**src/rtl/ws2812b_serializer_pkg.sv**
```systemverilog
// Shared types and default 64 MHz timing for the WS2812B serializer.
package ws2812b_pkg;

  localparam int unsigned PIXEL_W = 24;

  // Defaults for the 64 MHz TinyQV clock
  localparam int unsigned T0H_CYC_DEF = 26;     // ~0.40 us
  localparam int unsigned T1H_CYC_DEF = 51;     // ~0.80 us
  localparam int unsigned BIT_CYC_DEF = 80;     // 1.25 us
  localparam int unsigned RES_CYC_DEF = 19200;  // 300 us latch

  typedef enum logic [1:0] {
    IDLE = 2'd0,
    HIGH = 2'd1,
    LOW  = 2'd2,
    RES  = 2'd3
  } state_e;

endpackage

```
**src/rtl/ws2812b_serializer_if.sv**
```systemverilog
// Pixel handshake between the upstream driver and the serializer.
interface ws2812b_serializer_if;
  import ws2812b_pkg::*;

  logic [PIXEL_W-1:0] data_in;
  logic               valid;
  logic               latch;
  logic               ready;

  modport master (output data_in, output valid, output latch, input ready);
  modport slave  (input data_in, input valid, input latch, output ready);
endinterface

```
**src/rtl/ws2812b_serializer.sv**
```systemverilog
// Serialises one GRB pixel MSB-first onto the WS2812B NRZ line, with an
// optional latch low period afterwards. Timing is pure cycle counting.
// Parameters must satisfy T0H_CYC < T1H_CYC < BIT_CYC and RES_CYC >= 1.
module ws2812b_serializer
  import ws2812b_pkg::*;
#(
  parameter int unsigned T0H_CYC = T0H_CYC_DEF,
  parameter int unsigned T1H_CYC = T1H_CYC_DEF,
  parameter int unsigned BIT_CYC = BIT_CYC_DEF,
  parameter int unsigned RES_CYC = RES_CYC_DEF
) (
  input  logic                 clk,
  input  logic                 rst_n,
  ws2812b_serializer_if.slave  bus,
  output logic                 led
);

  localparam int unsigned MAX_CYC = (BIT_CYC > RES_CYC) ? BIT_CYC : RES_CYC;
  localparam int unsigned TW      = $clog2(MAX_CYC + 1);
  localparam int unsigned IDX_W   = $clog2(PIXEL_W);

  state_e               state_q;
  logic [TW-1:0]        timer_q;
  logic [IDX_W-1:0]     idx_q;
  logic [PIXEL_W-1:0]   shift_q;
  logic                 latch_q;
  logic                 led_q;
  logic                 ready_q;
  logic [TW-1:0]        res_rem_c;

  // High time for a bit value
  function automatic logic [TW-1:0] high_cyc(input logic b);
    return b ? TW'(T1H_CYC) : TW'(T0H_CYC);
  endfunction

  // Low remainder of the bit period after the high phase
  function automatic logic [TW-1:0] low_cyc(input logic b);
    return b ? TW'(BIT_CYC - T1H_CYC) : TW'(BIT_CYC - T0H_CYC);
  endfunction

  // Timer 0 in RES means we arrived from reset: treat as a fresh full period
  assign res_rem_c = (timer_q == '0) ? TW'(RES_CYC) : timer_q;

  // Single-process FSM: timer, shift register and registered outputs
  always_ff @(posedge clk) begin
    if (!rst_n) begin
      state_q <= RES;
      timer_q <= '0;
      idx_q   <= IDX_W'(PIXEL_W - 1);
      shift_q <= '0;
      latch_q <= 1'b0;
      led_q   <= 1'b0;
      ready_q <= 1'b0;
    end else begin
      unique case (state_q)
        IDLE: begin
          led_q <= 1'b0;
          if (bus.valid) begin
            shift_q <= bus.data_in;
            latch_q <= bus.latch;
            idx_q   <= IDX_W'(PIXEL_W - 1);
            timer_q <= high_cyc(bus.data_in[PIXEL_W-1]);
            led_q   <= 1'b1;
            ready_q <= 1'b0;
            state_q <= HIGH;
          end
        end
        HIGH: begin
          if (timer_q == TW'(1)) begin
            led_q   <= 1'b0;
            timer_q <= low_cyc(shift_q[PIXEL_W-1]);
            state_q <= LOW;
          end else begin
            timer_q <= timer_q - TW'(1);
          end
        end
        LOW: begin
          if (timer_q == TW'(1)) begin
            if (idx_q != '0) begin
              idx_q   <= idx_q - IDX_W'(1);
              shift_q <= {shift_q[PIXEL_W-2:0], 1'b0};
              timer_q <= high_cyc(shift_q[PIXEL_W-2]);
              led_q   <= 1'b1;
              state_q <= HIGH;
            end else if (latch_q) begin
              timer_q <= TW'(RES_CYC);
              state_q <= RES;
            end else begin
              timer_q <= '0;
              ready_q <= 1'b1;
              state_q <= IDLE;
            end
          end else begin
            timer_q <= timer_q - TW'(1);
          end
        end
        RES: begin
          led_q <= 1'b0;
          if (res_rem_c == TW'(1)) begin
            timer_q <= '0;
            ready_q <= 1'b1;
            state_q <= IDLE;
          end else begin
            timer_q <= res_rem_c - TW'(1);
          end
        end
        default: begin
          led_q   <= 1'b0;
          ready_q <= 1'b0;
          timer_q <= '0;
          state_q <= RES;
        end
      endcase
    end
  end

  assign led       = led_q;
  assign bus.ready = ready_q;

endmodule

```
**src/flat_wrapper.sv**
```systemverilog
// flat-port wrapper written by rule: the top's interface ports become plain ports
module ws2812b_serializer_flat import ws2812b_pkg::*;
#(
  parameter int unsigned T0H_CYC = T0H_CYC_DEF,
  parameter int unsigned T1H_CYC = T1H_CYC_DEF,
  parameter int unsigned BIT_CYC = BIT_CYC_DEF,
  parameter int unsigned RES_CYC = RES_CYC_DEF
)
  (clk, rst_n, led, bus_data_in, bus_valid, bus_latch, bus_ready);
  ws2812b_serializer_if bus_i ();
  input  logic clk;
  input  logic rst_n;
  output logic led;
  input wire logic [$bits(bus_i.data_in)-1:0] bus_data_in;
  input wire logic [$bits(bus_i.valid)-1:0] bus_valid;
  input wire logic [$bits(bus_i.latch)-1:0] bus_latch;
  output wire logic [$bits(bus_i.ready)-1:0] bus_ready;
  assign bus_i.data_in = bus_data_in;
  assign bus_i.valid = bus_valid;
  assign bus_i.latch = bus_latch;
  assign bus_ready = bus_i.ready;
  ws2812b_serializer #(.T0H_CYC(T0H_CYC), .T1H_CYC(T1H_CYC), .BIT_CYC(BIT_CYC), .RES_CYC(RES_CYC)) u_core (.clk(clk), .rst_n(rst_n), .bus(bus_i), .led(led));
endmodule
```
**config.mk**
```make
export PLATFORM = sky130hd
export DESIGN_NAME = ws2812b_serializer_flat
export DESIGN_NICKNAME = d
export VERILOG_FILES = /design/src/rtl/ws2812b_serializer_pkg.sv /design/src/rtl/ws2812b_serializer_if.sv /design/src/rtl/ws2812b_serializer.sv /design/src/flat_wrapper.sv
export SDC_FILE = /design/constraint.sdc
export NUM_CORES = 1
export LEC_CHECK = 0
export ABC_AREA = 1
export BUFFER_PORTS_ARGS = -buffer_cell sky130_fd_sc_hd__clkbuf_2
export CAP_MARGIN = 20
export CORE_MARGIN = 5
export CORE_UTILIZATION = 64
export DETAILED_ROUTE_END_ITERATION = 10
export HOLD_SLACK_MARGIN = 0.03
export PLACE_DENSITY = 0.91
export SYNTH_ARGS = -nofsm -noshare
export SYNTH_HDL_FRONTEND = slang
export SYNTH_SLANG_ARGS = --single-unit
```
**constraint.sdc**
```tcl
create_clock -name clk -period 5.3 [get_ports clk]
set_clock_uncertainty 0.05 [all_clocks]
set_input_delay 1.59 -clock clk [delete_from_list [all_inputs] [get_ports clk]]
set_output_delay 1.59 -clock clk [all_outputs]
set_load 0.005 [all_outputs]
```
* Word-level counts from Yosys, hierarchy flattened *
Index checks and enable logic that the tools add are counted.

storage, ports and cells
  input bits = 28
  logic and storage cells = 69
  output and inout bits = 2
  register bits after elaboration = 49

cells by class
  eq/ne operators = 12
  add/sub/neg operators = 3
  muxes and demuxes = 37
  reduce and logical (&&, ||, !) cells = 10

operators by type and width
  cell                   number
  $mux 15                7
  $mux 24                3
  $pmux 15 s4            1
  $pmux 24 s2            1
  $eq 15x1->1 const B    2
  $sub 15x1->15 const B  2
  $mux 6                 3
  $logic_not 15->1       1
  $mux 5                 3
  $mux 2                 6
  $pmux 5 s2             1
  $mux 1                 9
  $ne 2x1->1 const B     4
  $pmux 2 s4             1
  $reduce_and 4->1       2
  $ne 2x2->1 const B     3
  $reduce_and 6->1       1
  $reduce_bool 5->1      1
  $sub 5x1->5 const B    1
  $eq 2x2->1 const B     2
  $pmux 1 s4             1
  $pmux 1 s3             1
  $reduce_and 3->1       1
  $reduce_bool 3->1      1
  other kinds (4)        4

* Depth between registers and ports, before layout *
  word-level depth = 5
  depth in mapped cells = 14
  gate-level depth less buffers = 13

* Worst setup path after synthesis *
OpenSTA, ideal clock, no wires.

  path type = input-to-reg
  from = in bus_valid
  to = reg u_core.idx_q[4]
  library setup time = 0.138 ns
  path buffers = 1
  data required time = 5.112 ns
  data arrival time = 2.327 ns
  stages on the path = 7
  slack = 2.785 ns
  cells stage by stage = nor2_1 inv_1 nand3_4 inv_4 buf_6 nand2_1 o211ai_1

between the ends
  word-level cells in the longest chain between the ends = 2

ends and longest elaborated chain
  what                        line                      text
  from (decl)                 flat_wrapper.sv:15        input wire logic [$bits(bus_i.valid)-1:0] bus_valid;
  $ne 2x2->1 (no line)        --
  $reduce_and 4->1 (no line)  --
  to (signal assigned)        ws2812b_serializer.sv:49  idx_q <= IDX_W'(PIXEL_W - 1);
  to (signal assigned)        ws2812b_serializer.sv:61  idx_q <= IDX_W'(PIXEL_W - 1);
  to (signal assigned)        ws2812b_serializer.sv:80  idx_q <= idx_q - IDX_W'(1);
  to (decl)                   ws2812b_serializer.sv:24  logic [IDX_W-1:0] idx_q;

Every way passes these cells.
A chain may end at the register's enable or synchronous reset.

* Worst setup path in the final report *
  from = in bus_valid
  to = reg u_core.idx_q[2]

Same word-level chain as after synthesis.

==> run_results.csv <==
group,metric,value,unit
power_and_ir_drop,p_leak,1.69,nW
route,met1Wirelength,2960,µm
cells_and_area,final_cell_count_no_fill,553,
route,met3_length,416,µm
synth,synth_area,0.00299,mm²
run,drv_cap,0,
clock_tree,ctsResizeCount,0,
floorplanning,io_pins,30,
worst_hold_path,hp-class,"reg2reg",
synth,ys_seq_elements,49,
synth,syn_nets,512,
floorplanning,std_cell_rows,24,
cells_and_area,layout_common_cells,"nand2_1, nor2_1, inv_1",
floorplanning,dieHeight,78.4,µm
cells_and_area,drive_gt1_share,11.0,%
critical_path,cp_slowest_stage_delay,0.33,ns
route,vias,3032,
run_status,status,"finished, final reports clean",
global_routing,grt_max_degree,37,
clock_tree,post-cts-setup-buffer-count,0,
global_routing,grt_pass1_vias,2920,
route,drt_iter0_markers,225,
synth,synth_cells,480,
placed_design,pre_cts_ws,2.16,ns
critical_path,reg2reg_to,"u_core.state_q[1]",
route,vias_per_cell,5.48,
route,wl_per_cell,12.8,µm
critical_path,worstPathArrival,2.96,ns
cells_and_area,mostFrequentLayoutCell,"nand2_1",
clock_tree,cts_tree,"built",
clock_tree,clk_latency,0.31,ns
sta,timing.final.ws_setup,2.49,ns
sta,tns,0,ns
cells_and_area,stdcell_area,0.00321,mm²
synth,async_flop_share,0,%
critical_path,cp_cell_sequence,"clkbuf_2 -> nor2_1 -> buf_4 -> inv_1 -> nand3_4 -> inv_4 -> nand2_1 -> nand2_1 -> nand3_1",
synth,seq_area_frac_synth,32.8,%
critical_path,start_kind,"input port",
critical_path,worstPathRequired,5.45,ns
clock_tree,htree_levels,2,
placed_design,io_buffers,29,
critical_path,path_max_fanout,32,
synth,ys_types,33,
cells_and_area,n_antenna_cell,0,
synth,avgSynthCellArea,6.24,µm²
placed_design,placed_cells,545,
global_routing,grt_pass1_wl,12500,µm
synth,ys.flop_type,"dfxtp_1",
clock_tree,cts_buffers,5,
sta,slew_viol_final,0,
sta,tightest_slew,0.666,ns
worst_hold_path,whs_path_depth,2,
critical_path,worstReg2RegStart,"u_core.state_q[1]",
route,firstDrtPassIters,5,
critical_path,cp_common_cell,"nand2_1",
cells_and_area,finish.net_count,532,
synth,synth_edf_count,0,
sta,grt_setup_unrepaired,"false",
critical_path,r2r_slack,3.03,ns
sta,period_minus_slack,2.81,ns
route,wl_met2,3600,µm
route,antenna_left,0,
sta,timing.hold.ws,0.408,ns
floorplanning,start_util,67.4,%
clock_tree,clk_pin_slew,0.09,ns
sta,finalSetupViolCount,0,
route,route.detailed.drc,0,
clock_tree,cts_buffer_depth,2,
sta,slew_headroom,55.6,%
placed_design,dp_hpwl,5100,µm
clock_tree,postCtsHoldBufs,0,
global_routing,grt_overflow,0,
critical_path,critPathKind,"in2reg",
route,highest_layer,"met4",
cells_and_area,syn_to_final_growth,7.35,%
critical_path,worst_setup_path_end_kind,"flop",
global_routing,grt_use_total,24.7,%
critical_path,r2r.worst_path.cells,8,
worst_hold_path,min_to,"u_core.shift_q[11]",
worst_hold_path,hold_start,"u_core.shift_q[11]",
critical_path,slowest_stage,"inv_4",
synth,yosys_warnings,0,
clock_tree,clock_sinks,49,
floorplanning,die_w,78.4,µm
power_and_ir_drop,max-vdd-ir-drop,0.278,mV
clock_tree,clockRootBuffer,"clkbuf_8",
global_routing,antenna_found_initial,0,
sta,finalCritPeriodShare,53.0,%
sta,hold_viol_final,0,
sta,fmaxAchievable,0.356,GHz
floorplanning,dieArea,0.00615,mm²
placed_design,gp_congestion,0.908,
placed_design,dpl_cell_area,0.00311,mm²
floorplanning,core-area,0.00444,mm²
power_and_ir_drop,pwr_density_cell,560,mW/mm²
route,drt-total-wl,7110,µm
## registers in the layout (all words and copies together) (netlist names)
name and count:
u_core.latch_q 1, u_core.bus.ready 1, u_core.shift_q 24, u_core.led 1, u_core.idx_q 5, u_core.timer_q 15, u_core.state_q 2
## report_power, final
group          switching (W)  internal (W)  total, W
combinational       0.000632      0.000341  0.000973
clock               0.000133      0.000109  0.000242
sequential         0.0000942      0.000492  0.000586
## synthesized netlist by cell type (all sizes together) (2+ instances only)
library cell	count	share of area [%]
xor2	10	2.9
clkbuf	6	0.79
a21oi	16	2.7
inv	53	6.7
nand2	161	21
dfxtp	49	33
nor2	73	10
ha	4	1.7
xnor2	2	0.59
buf	12	2.8
o211ai	6	1.5
nand4	5	1.0
nand3	30	5.4
o21ai	44	8.2
nor3	2	0.33
a31oi	3	0.63
## per-layer routing
metal | track usage (%) | up-vias
met5 | 0 | -
met1 | 28.9 | 1362
met2 | 45.4 | 108
met3 | 3.55 | 16
met4 | 9.79 | 0
li1 | - | 1546
## how the worst max path moves through the flow
stage | from | end | slack, ns | depth (start not counted)
6_report | bus_valid | u_core.idx_q[2] | 2.49 | 9
5_1_grt | bus_valid | u_core.idx_q[2] | 2.37 | 9
4_1_cts | bus_valid | u_core.idx_q[2] | 2.50 | 9
3_5_place_dp | bus_valid | u_core.idx_q[2] | 2.16 | 9
3_3_place_gp | bus_valid | u_core.idx_q[2] | 2.19 | 9
2_1_floorplan | bus_valid | u_core.idx_q[4] | 2.78 | 7
## layout make-up
cell class | instances | area [µm²]
clock inverter | 2 | 17.5
multi-input combinational | 360 | 1710
timing repair buffer | 31 | 160
sequential | 49 | 981
tap | 52 | 65.1
fill | 401 | 1230
clock buffer | 6 | 82.6
inverter | 53 | 201
## critical path: cells and delay by family
| family | cells | cell delay [ns] |
|---|---|---|
| buffers and inverters | 4 | 0.80 |
| and+or+nand+nor | 5 | 0.56 |
## cells by family (layout without fill, tap and decap cells)
group	Yosys count	count (layout)	share of synthesized area [%]
DFF	49	49	32.8
and+or+nand+nor	272	272	38.0
buffers and inverters	71	92	10.3
xor gates and xnor gates	12	12	3.51
adders and majority gates	4	4	1.67
AOI/OAI and AO/OA	72	72	13.7
## per-stage QoR
| step | util (%) | power (W) |
|---|---|---|
| after floorplan | - | 0.00138 |
| after detailed placement | 70.1 | 0.00155 |
| after CTS | 72.3 | 0.00180 |
| after global placement | 70.1 | 0.00152 |
| final | 72.3 | 0.00180 |
| after global routing | 72.3 | 0.00198 |
(Power assumes the default switching activity.)
